===== src/rtl/basket_pkg.sv =====
// Shared definitions for the basket controller: command op codes, FSM states
// and the default unit-price table.
package basket_pkg;

    localparam int NUM_PRODUCTS = 8;

    typedef enum logic [1:0] {
        OP_ADD    = 2'b00,
        OP_CANCEL = 2'b01,
        OP_CLEAR  = 2'b10,
        OP_RSVD   = 2'b11
    } op_e;

    typedef enum logic {
        IDLE = 1'b0,
        SUM  = 1'b1
    } state_e;

    localparam int unsigned DEFAULT_PRICE [NUM_PRODUCTS] = '{10, 25, 40, 5, 60, 15, 30, 99};

endpackage


===== src/rtl/product_price_rom.sv =====
// Combinational unit-price lookup by product ID; also used by the display logic.
module product_price_rom
    import basket_pkg::*;
#(
    parameter int PRICE_W = 8
) (
    input  logic [2:0]         product_id,
    output logic [PRICE_W-1:0] price
);

    assign price = PRICE_W'(DEFAULT_PRICE[product_id]);

endmodule


===== src/rtl/basket_controller.sv =====
// Per-product quantity table with a serial 8-cycle total/item-count recompute.
// Optional macro BASKET_SAT_ERR_EN: reject overflowing ADDs and pulse add_err.
module basket_controller
    import basket_pkg::*;
#(
    parameter int QTY_W   = 4,
    parameter int PRICE_W = 8,
    parameter int TOTAL_W = 15
) (
    input  logic                      CLOCK_50,
    input  logic                      RESET_N,
    input  logic                      cmd_valid,
    output logic                      cmd_ready,
    input  logic [1:0]                cmd_op,
    input  logic [2:0]                cmd_product_id,
    input  logic [2:0]                cmd_quantity,
    output logic [NUM_PRODUCTS*QTY_W-1:0] qty_flat,
    output logic [TOTAL_W-1:0]        total_price,
    output logic                      total_valid,
    output logic [3:0]                item_count,
    output logic                      add_err
);

    localparam logic [QTY_W-1:0] QTY_MAX = '1;

    state_e                     state, state_next;
    logic [QTY_W-1:0]           qty [NUM_PRODUCTS];
    logic [2:0]                 idx;
    logic [TOTAL_W-1:0]         acc, acc_next;
    logic [3:0]                 cnt, cnt_next;
    logic                       accept, table_change;
    logic [QTY_W-1:0]           qty_cur;
    logic [PRICE_W-1:0]         price_cur;
    logic [QTY_W+PRICE_W-1:0]   prod;

    function automatic logic [QTY_W-1:0] sat_add(input logic [QTY_W-1:0] a,
                                                 input logic [2:0] b);
        logic [QTY_W:0] s;
        s = {1'b0, a} + (QTY_W+1)'(b);
        return s[QTY_W] ? QTY_MAX : s[QTY_W-1:0];
    endfunction

    product_price_rom #(.PRICE_W(PRICE_W)) u_price_rom (
        .product_id (idx),
        .price      (price_cur)
    );

    genvar g;
    generate
        for (g = 0; g < NUM_PRODUCTS; g++) begin : g_flat
            assign qty_flat[g*QTY_W +: QTY_W] = qty[g];
        end
    endgenerate

    assign accept    = cmd_valid && cmd_ready;
    assign qty_cur   = qty[idx];
    assign prod      = {{PRICE_W{1'b0}}, qty_cur} * {{QTY_W{1'b0}}, price_cur};
    assign acc_next  = acc + TOTAL_W'(prod);
    assign cnt_next  = cnt + 4'(qty_cur != '0);

`ifdef BASKET_SAT_ERR_EN
    logic add_reject;
    assign add_reject = (cmd_op == OP_ADD) && (cmd_quantity != 3'd0) &&
                        (({1'b0, qty[cmd_product_id]} + (QTY_W+1)'(cmd_quantity)) > (QTY_W+1)'(QTY_MAX));

    always_ff @(posedge CLOCK_50 or negedge RESET_N) begin
        if (!RESET_N) add_err <= 1'b0;
        else          add_err <= accept && add_reject;
    end
`else
    assign add_err = 1'b0;
`endif

    // Only commands that actually modify the table start a recompute
    always_comb begin
        table_change = 1'b0;
        case (cmd_op)
            OP_ADD: begin
`ifdef BASKET_SAT_ERR_EN
                table_change = (cmd_quantity != 3'd0) && !add_reject;
`else
                table_change = (cmd_quantity != 3'd0);
`endif
            end
            OP_CANCEL, OP_CLEAR: table_change = 1'b1;
            default: table_change = 1'b0;
        endcase
    end

    always_ff @(posedge CLOCK_50 or negedge RESET_N) begin
        if (!RESET_N) state <= IDLE;
        else          state <= state_next;
    end

    always_comb begin
        state_next = state;
        case (state)
            IDLE: if (accept && table_change) state_next = SUM;
            SUM:  if (idx == 3'd7)            state_next = IDLE;
            default: state_next = IDLE;
        endcase
    end

    always_comb begin
        cmd_ready   = (state == IDLE);
        total_valid = (state == IDLE);
    end

    always_ff @(posedge CLOCK_50 or negedge RESET_N) begin
        if (!RESET_N) begin
            for (int i = 0; i < NUM_PRODUCTS; i++) qty[i] <= '0;
            idx         <= '0;
            acc         <= '0;
            cnt         <= '0;
            total_price <= '0;
            item_count  <= '0;
        end else if (state == IDLE) begin
            if (accept && table_change) begin
                case (cmd_op)
                    OP_ADD:    qty[cmd_product_id] <= sat_add(qty[cmd_product_id], cmd_quantity);
                    OP_CANCEL: qty[cmd_product_id] <= '0;
                    OP_CLEAR:  for (int i = 0; i < NUM_PRODUCTS; i++) qty[i] <= '0;
                    default: ;
                endcase
                idx <= '0;
                acc <= '0;
                cnt <= '0;
            end
        end else begin
            // Serial accumulate; the idx==7 step publishes the final values
            acc <= acc_next;
            cnt <= cnt_next;
            idx <= idx + 3'd1;
            if (idx == 3'd7) begin
                total_price <= acc_next;
                item_count  <= cnt_next;
            end
        end
    end

endmodule


===== config.mk =====
export PLATFORM = sky130hd
export DESIGN_NAME = basket_controller
export DESIGN_NICKNAME = d
export VERILOG_FILES = /design/src/rtl/basket_pkg.sv /design/src/rtl/product_price_rom.sv /design/src/rtl/basket_controller.sv
export SDC_FILE = /design/constraint.sdc
export NUM_CORES = 1
export LEC_CHECK = 0
export CAP_MARGIN = 5
export CORE_ASPECT_RATIO = 0.8
export CORE_UTILIZATION = 45
export CTS_BUF_LIST = sky130_fd_sc_hd__clkbuf_8 sky130_fd_sc_hd__clkbuf_16
export DETAILED_ROUTE_END_ITERATION = 16
export DONT_BUFFER_PORTS = 1
export GPL_TIMING_DRIVEN = 0
export PLACE_DENSITY = 0.61
export SLEW_MARGIN = 15
export SYNTH_ARGS = -nofsm -noshare
export SYNTH_HDL_FRONTEND = slang
export SYNTH_SLANG_ARGS = --single-unit

===== constraint.sdc =====
create_clock -name CLOCK_50 -period 5.9 [get_ports CLOCK_50]
set_input_delay 0.885 -clock CLOCK_50 [delete_from_list [all_inputs] [get_ports CLOCK_50]]
set_output_delay 0.885 -clock CLOCK_50 [all_outputs]
set_load 0.02 [all_outputs]

### Yosys cells after proc, flatten, opt, wreduce, memory -nomap -nowiden

Memory sizes are Yosys's and may differ from the RTL's.
Cells that the tools add are included.

* reductions and logical operators: 11
* eq/ne operators: 3
* $lt $le $gt $ge: 3
* muxes and demuxes: 23
* bitwise operators: 5
* multiply operators: 1
* add/sub/neg operators: 4

Operator list (number)
* 32-bit case mux with 3 select lines: 1
* 32-bit bitwise AND: 1
* 32-bit bitwise mux: 1
* 4-bit two-way mux: 8
* 32-bit inverter: 1
* 15-bit two-way mux: 2
* 4-bit binary-select mux with 3-bit select: 2
* 8-bit two-way mux: 2
* 15-bit by 12-bit adder with 15-bit output: 1
* 4-bit demux with 3-bit select: 1
* 4-bit by 8-bit multiplier with 12-bit output: 1
* 4-bit >= comparator, second input constant: 2
* 3-bit inverter with 4-bit output: 2
* 3-bit two-way mux: 2
* 3-bit nonzero test: 2
* 4-bit by 3-bit adder with 5-bit output: 1
* 4-bit by 1-bit adder with 4-bit output: 1
* 4-bit by 1-bit < comparator with 1-bit output, second input constant: 1
* 1-bit case mux with 2 select lines: 2
* 4-bit nonzero test: 1
* 3-bit by 1-bit adder with 3-bit output, second input constant: 1
* 3-bit == test, second input constant: 1
* 1-bit logical AND: 3
* 3-bit AND reduction: 1
* other kinds (8): 9

* memories kept: 1
* register bits after elaboration: 74
* ROM bits: 256
* logic and storage cells: 65
* output and inout port bits: 54

Memories
* (no name shown): words 8, bits a word 32, read ports 1, clocked after Yosys merged registers in 0, write ports 0, line product_price_rom.sv:11 `assign price = PRICE_W'(DEFAULT_PRICE[product_id]);`

### Logic depth before layout (Yosys ltp)

Gate-level depths: netlist (run 1).

* depth in word-level cells: 8
* mapped depth: 19

### Modules after synthesis

From an unflattened synthesis (run 1), not the netlist that was laid out.

* cell total of the unflattened synthesis: 548
* area, all modules: 5358.9 um2

By module, submodules not included
* basket_controller: sequential area each 1851.8 um2, instances 1, cells each 529, area each 5196.2 um2
* product_price_rom: sequential area each 0.0 um2, instances 1, cells each 19, area each 162.7 um2

### Worst setup path before layout (run 1)

No wires, ideal clock.

* path type: flip-flop to flip-flop
* start point: reg idx[0]
* end point: reg total_price[14]
* stages on the path, launching flop included: 17
* library setup time: 0.124 ns
* period minus slack after synthesis: 5.029 ns
* required time: 5.776 ns
* path slack: 0.871 ns
* data arrival time: 4.905 ns
* cell sequence: dfrtp_1 buf_2 mux4_2 mux2i_1 nor2_1 fa_1 fa_1 inv_1 fa_1 inv_1 ha_1 a21oi_1 a21boi_0 o31a_1 a21bo_2 and4_1 o31a_1

* cells in the longest elaborated chain, start to end: 6

Ends and longest elaborated chain
* start, declared: line basket_controller.sv:28 `logic [2:0] idx;`
* start signal, assigned: line basket_controller.sv:133 `idx <= idx + 3'd1;`
* 3-bit inverter with 4-bit output (implied by the code): line product_price_rom.sv:11, basket_controller.sv:56
* memory read 8 x 32 bit / 4-bit binary-select mux with 3-bit select (equally long branches)
* 8-bit two-way mux (implied by the code) / 4-bit two-way mux (equally long branches) (2 in a row): line product_price_rom.sv:11, basket_controller.sv:56
* 4-bit by 8-bit multiplier with 12-bit output: line basket_controller.sv:57 `assign prod = {{PRICE_W{1'b0}}, qty_cur} * {{QTY_W{1'b0}}, price_cur};`
* 15-bit by 12-bit adder with 15-bit output: line basket_controller.sv:58 `assign acc_next = acc + TOTAL_W'(prod);`
* end signal, assigned: line basket_controller.sv:135 `total_price <= acc_next;`
* end, declared: line basket_controller.sv:18 `output logic [TOTAL_W-1:0] total_price,`

Parallel ways exist; a longest one is shown, timed or not. The select of a mux whose other input is x is not followed.
A chain may end at the register's enable or synchronous reset.

### Worst setup path in the final report (run 1)

Same ends and word-level chain as after synthesis.

==> results of run 1 <==
## cell type report
cell class | count | area share (%)
multi-input combinational | 370 | 52.8
inverter | 59 | 3.90
clock buffer | 12 | 4.69
buffer | 23 | 1.98
tap | 144 | 3.17
clock inverter | 4 | 0.881
sequential | 74 | 32.6
## worst max-delay path, cell delays in order (launching register included)
cell	delay, ns
dfrtp_1	0.50
buf_2	0.37
mux4_2	0.57
mux2i_2	0.44
nor2_1	0.12
fa_1	0.48
fa_1	0.54
inv_1	0.05
fa_1	0.50
inv_1	0.04
ha_1	0.37
a21oi_1	0.21
a21boi_0	0.12
o31a_1	0.34
a21bo_2	0.29
and4_1	0.21
o31a_1	0.23
## what timing repair did
item | CTS | global route
endpoints found under the setup margin | 0 | 10
gates resized for setup | 0 | 6
buffers inserted | 0 | 0
## layer usage
| metal | vias up | track usage [%] | part of all wire [%] |
|---|---|---|---|
| met5 | - | 0 | 0 |
| met2 | 131 | 33.0 | 43 |
| met4 | 0 | 5.22 | 0.57 |
| met3 | 8 | 5.96 | 7.9 |
| li1 | 1862 | - | - |
| met1 | 2011 | 37.0 | 48 |
## logic make-up after synthesis
kind of cell | Yosys count | synth area share, %
compound gates | 120 | 16.3
xor+xnor | 10 | 1.70
fa+ha+maj | 55 | 16.1
buf+inv | 82 | 6.47
flops | 74 | 35.9
mux | 39 | 10.3
other cells | 1 | 0.0727
simple gates | 145 | 13.2
## layout by cell type (no fill, tap or decap), types with 16 or more instances in the layout
cell / instances
dfrtp_1: 74
clkbuf_1: 16
nand2_1: 42
a22o_1: 18
fa_1: 19
nor2_1: 43
ha_1: 36
inv_1: 60
a21oi_1: 16
o21ai_0: 32
## power groups by stage
stage | Sequential, mW | Clock [mW] | Combinational [mW]
after floorplan | 0.894 | 0 | 0.878
after global placement | 0.936 | 0 | 1.09
after detailed placement | 0.940 | 0 | 1.13
after CTS | 0.931 | 0.591 | 1.14
after global routing | 0.953 | 0.613 | 1.30
final | 0.931 | 0.583 | 1.15
## how the worst max path moves through the flow
| stage | slack, ns | depth (start not counted) | end | start |
|---|---|---|---|---|
| after floorplan | 0.87 | 16 | total_price[14] | idx[0] |
| after global placement | 0.26 | 15 | acc[11] | idx[0] |
| after detailed placement | 0.14 | 16 | total_price[8] | idx[0] |
| after CTS | 0.12 | 16 | total_price[8] | idx[0] |
| after global routing | 0.08 | 16 | total_price[8] | idx[0] |
| final | 0.39 | 16 | total_price[14] | idx[0] |
## through the flow
stage               setup slack [ns]  total power [mW]  hold WS (ns)
floorplan                      0.871              1.77         0.445
global placement               0.258              2.02         0.465
detailed placement             0.142              2.07         0.476
CTS                            0.115              2.66         0.235
global route                  0.0775              2.87         0.228
finish                         0.391              2.66         0.239
==> flow_summary.json, run 1 <==
{
  "grt-ovfl-total": 0,
  "netlist_instances": 526,
  "finalCriticalPeriod_ns": 5.51,
  "clockBufferDepth": 2,
  "synth.area.top_cells": "dfrtp_1 (36%), ha_1 (8.7%), fa_1 (7.4%), mux4_2 (4.4%), inv_1 (4.3%)",
  "synth_top_cell_by_area": "dfrtp_1",
  "synth_flop_cell": "dfrtp_1",
  "power_leakage_nw": 2.65,
  "die_h_um": 97.8,
  "io_buffers": 0,
  "dp_cells": 670,
  "rrSetupSlack_ns": 0.39,
  "max_cap_viol_count": 0,
  "setup_viol": 0,
  "placed_area_mm2": 0.00534,
  "cp.required_ns": 6.12,
  "fin_tns_setup_ns": 0,
  "relSlewSlack_pct": 41.8,
  "synth_cell_types": 50,
  "root_buffer": "clkbuf_16",
  "ys_top_cells_by_count": "dfrtp_1 (74), inv_1 (59), nor2_1 (43)",
  "power.internal_mw": 1.51,
  "antennaDiodeCount": 0,
  "fin_area_mm2": 0.00568,
  "synth_top_area_share_pct": 35.9,
  "dr.pass1.iters": 5,
  "fin_skew_ns": 0.00839,
  "gp_congestion": 0.873,
  "critPathCaptureType": "flop",
  "synth-seq-cells": 74,
  "fmax_mhz": 182,
  "gr-usage-all-layers_pct": 23.8,
  "power_density_mw_per_mm2": 469,
  "worst_pin_slew_ns": 0.872,
  "ios": 65,
  "hold_viol": 0,
  "cts_tree": "done",
  "path_clk_slew_ns": 0.06,
  "switching_share_pct": 43.4,
  "yosys_warnings": 0,
  "seq_area_mm2": 0.00185,
  "via_per_inst": 5.85,
  "multi_input_area_mm2": 0.00300,
  "hpwl_um": 9810,
  "numCtsBuffers": 9,
  "grt_max_degree": 75,
  "p_switching_mw": 1.15,
  "crit_path_max_fanout": 10,
  "hold_class": "in2async",
  "crit_type": "reg2reg",
  "grt_pass1_vias": 3815,
  "r2r_end": "total_price[14]",
  "synth.most_common_cell": "dfrtp_1",
  "drcViolationCount": 0,
  "fill_cells": 1021,
  "synth-edff-count": 0,
  "p_seq_share_pct": 34.9,
  "cp_data_arrival_time_ns": 5.73,
  "ant_nets": 0,
  "totalWireLength_um": 13100,
  "grt_pass1_wl_um": 21500,
  "slew_viol_final": 0,
  "rsz0062_at_grt": "false",
  "finalCritPeriodShare_pct": 93.4,
  "syn-num-nets": 592,
  "rows": 34,
  "wl_per_cell_um": 19.0,
  "antenna_found_initial": 0,
  "instances_no_fill": 686,
  "clk_latency_ns": 0.34,
  "yosysSeqAreaShare_pct": 35.9,
  "cts_max_level": 3,
  "dieArea_mm2": 0.0119,
  "cp-start-kind": "flop",
  "power_frac_comb_pct": 43.2,
  "synthArstFlopShare_pct": 100,
  "detail_route.iter0.violations": 333,
  "vias": 4012,
  "start_util_pct": 46.8,
  "post-route-util_pct": 51.6,
  "postCtsHoldBufs": 0,
  "coreArea_mm2": 0.0110,
  "outcome": "complete, no violations",
  "avgSynthCellArea_um2": 9.81,
  "area_growth_pct": 10.1,
  "reg2reg_depth": 16,
  "clock_power_share_pct": 21.9,
  "reg2reg_from": "idx[0]",
  "ir_drop_mv": 0.197,
  "synth_area_mm2": 0.00516,
  "drive_gt1_share_pct": 11.1,
  "fin_nets": 603,
  "cts.sinks": 74,
  "die_x_um": 122
}
No activity file was read; power rests on OpenSTA's default activity.
==> run 2: changes to the inputs <==
- GPL_TIMING_DRIVEN: 0 -> not set
==> run 2 against run 1 <==
Global-route usage shrank 0.37 points. Combinational power shrank 9.6%. Sequential power grew 5.9%. Die area is the same. Clock skew shrank 0.00061 ns. Cell count shrank 2.9%. Maximum frequency grew 0.14%. Power shrank 3.2%. Via count shrank 2.9%. Routed wire length shrank 4.3%. Sequential share of layout area grew 0.69 points. Critical path type unchanged.
==> flow_summary.json, run 2 (synthesis gave the netlist of run 1 again) <==
{
  "cts_max_level": 3,
  "dr.pass1.iters": 5,
  "max_cap_viol_count": 0,
  "antennaDiodeCount": 0,
  "cts_tree": "done",
  "wl_per_cell_um": 18.8,
  "finalCriticalPeriod_ns": 5.50,
  "die_x_um": 122,
  "crit_path_frequent_cell": "fa_1",
  "worst_slack_ns": 0.398,
  "path_clk_slew_ns": 0.06,
  "slew_viol_final": 0,
  "area_growth_pct": 7.83,
  "pre_cts_slack_ns": 0.476,
  "clk_latency_ns": 0.34,
  "io_buffers": 0,
  "rsz0062_at_grt": "false",
  "reg2reg_from": "idx[0]",
  "relSlewSlack_pct": 39.8,
  "fin_tns_setup_ns": 0,
  "cp-start-kind": "flop",
  "fin_skew_ns": 0.00778,
  "max_stage_delay_ns": 0.63,
  "instances_no_fill": 666,
  "cts_resized": 0,
  "hpwl_um": 9460,
  "coreArea_mm2": 0.0110,
  "wl_met3_um": 1110,
  "via_per_inst": 5.85,
  "drive_gt1_share_pct": 10.3,
  "postCtsHoldBufs": 0,
  "r2r_end": "total_price[11]",
  "power_density_mw_per_mm2": 464,
  "crit_end": "total_price[11]",
  "fmax_mhz": 182,
  "mostFrequentLayoutCell": "dfrtp_1",
  "grt_max_degree": 75,
  "post_cts_buffers": 0,
  "p_total_mw": 2.58,
  "startpoint": "idx[0]",
  "rrSetupSlack_ns": 0.40,
  "hold_viol": 0,
  "totalWireLength_um": 12500,
  "detail_route.iter0.violations": 245,
  "gr-usage-all-layers_pct": 23.4,
  "drt-met1-wl_um": 5930,
  "critPathCaptureType": "flop",
  "grt-ovfl-total": 0,
  "setup_viol": 0,
  "fill_cells": 1009,
  "dieArea_mm2": 0.0119,
  "finalCritPeriodShare_pct": 93.2,
  "worst_pin_slew_ns": 0.902,
  "start_util_pct": 46.8,
  "worstPathCellList": "mux4_2 -> mux2i_1 -> or2_2 -> fa_1 -> fa_1 -> fa_1 -> inv_1 -> ha_1 -> nor2b_1 -> o31ai_1 -> a21oi_1 -> a21oi_1 -> mux2i_1 -> nand2_1",
  "crit_path_max_fanout": 12,
  "cts.sinks": 74,
  "ios": 65,
  "cp_data_arrival_time_ns": 5.72,
  "vias": 3896,
  "wl_met2_um": 5250,
  "grt_pass1_vias": 3841,
  "hold_class": "in2async",
  "top_layer_used": "met4",
  "dp_cells": 651,
  "gp_congestion": 0.886,
  "ir_drop_mv": 0.197,
  "final_cell_mix": "dfrtp_1 (74), inv_1 (59), nor2_1 (43)",
  "outcome": "complete, no violations",
  "rows": 34,
  "die_h_um": 97.8,
  "numCtsBuffers": 9,
  "reg2reg_depth": 14,
  "power_leakage_nw": 2.62,
  "clockBufferDepth": 2,
  "grt_pass1_wl_um": 21100,
  "crit_path_top_delay_cell": "dfrtp_1",
  "crit_type": "reg2reg",
  "ant_nets": 0,
  "root_buffer": "clkbuf_16",
  "drcViolationCount": 0,
  "fin_nets": 584,
  "cp.required_ns": 6.12,
  "antenna_found_initial": 0
}
## run 2: worst min-delay path by stage
stage                     startpoint        end  slack (ns)
after floorplan              acc[14]    acc[14]        0.44
after global placement       acc[14]    acc[14]        0.46
after detailed placement     acc[14]    acc[14]        0.47
after CTS                    RESET_N     cnt[3]        0.23
after global routing         RESET_N  async pin        0.22
final                        RESET_N  async pin        0.24
## run 2: per-stage QoR
step / cell area (um^2) / util (%) / hold slack [ns]
6_report: 5560 / 50.5 / 0.241
5_1_grt: 5560 / 50.5 / 0.222
4_1_cts: 5560 / 50.5 / 0.228
3_5_place_dp: 5260 / 47.7 / 0.470
3_3_place_gp: 5260 / 47.7 / 0.465
2_1_floorplan: 5160 / - / 0.445
## run 2: layer usage
metal | global-route usage [%] | up-vias
li1 | - | 1816
met1 | 35.1 | 1926
met2 | 31.9 | 139
met3 | 7.01 | 15
met4 | 7.79 | 0
met5 | 0 | -
## run 2: power breakdown
| part | switching [mW] | internal [mW] | total, mW |
|---|---|---|---|
| Sequential | 0.316 | 0.670 | 0.986 |
| Clock | 0.210 | 0.348 | 0.558 |
| Combinational | 0.579 | 0.457 | 1.04 |
| Total | 1.10 | 1.47 | 2.58 |
## run 2: area by class of cell
class / instances / area [um^2] / area share, %
Clock buffer: 11 / 253 / 4.54
Tap cell: 144 / 180 / 3.24
Sequential cell: 74 / 1850 / 33.3
Multi-Input combinational cell: 370 / 2980 / 53.5
Timing Repair Buffer: 4 / 30.0 / 0.540
Clock inverter: 4 / 51.3 / 0.922
Inverter: 59 / 221 / 3.98
## run 2: critical path: cells and delay by family (launching register included)
family | cells | cell delay (ns)
compound gates | 3 | 1.08
fa+ha+maj | 4 | 1.81
buf+inv | 1 | 0.05
flops | 1 | 0.63
mux | 3 | 1.36
simple gates | 3 | 0.47
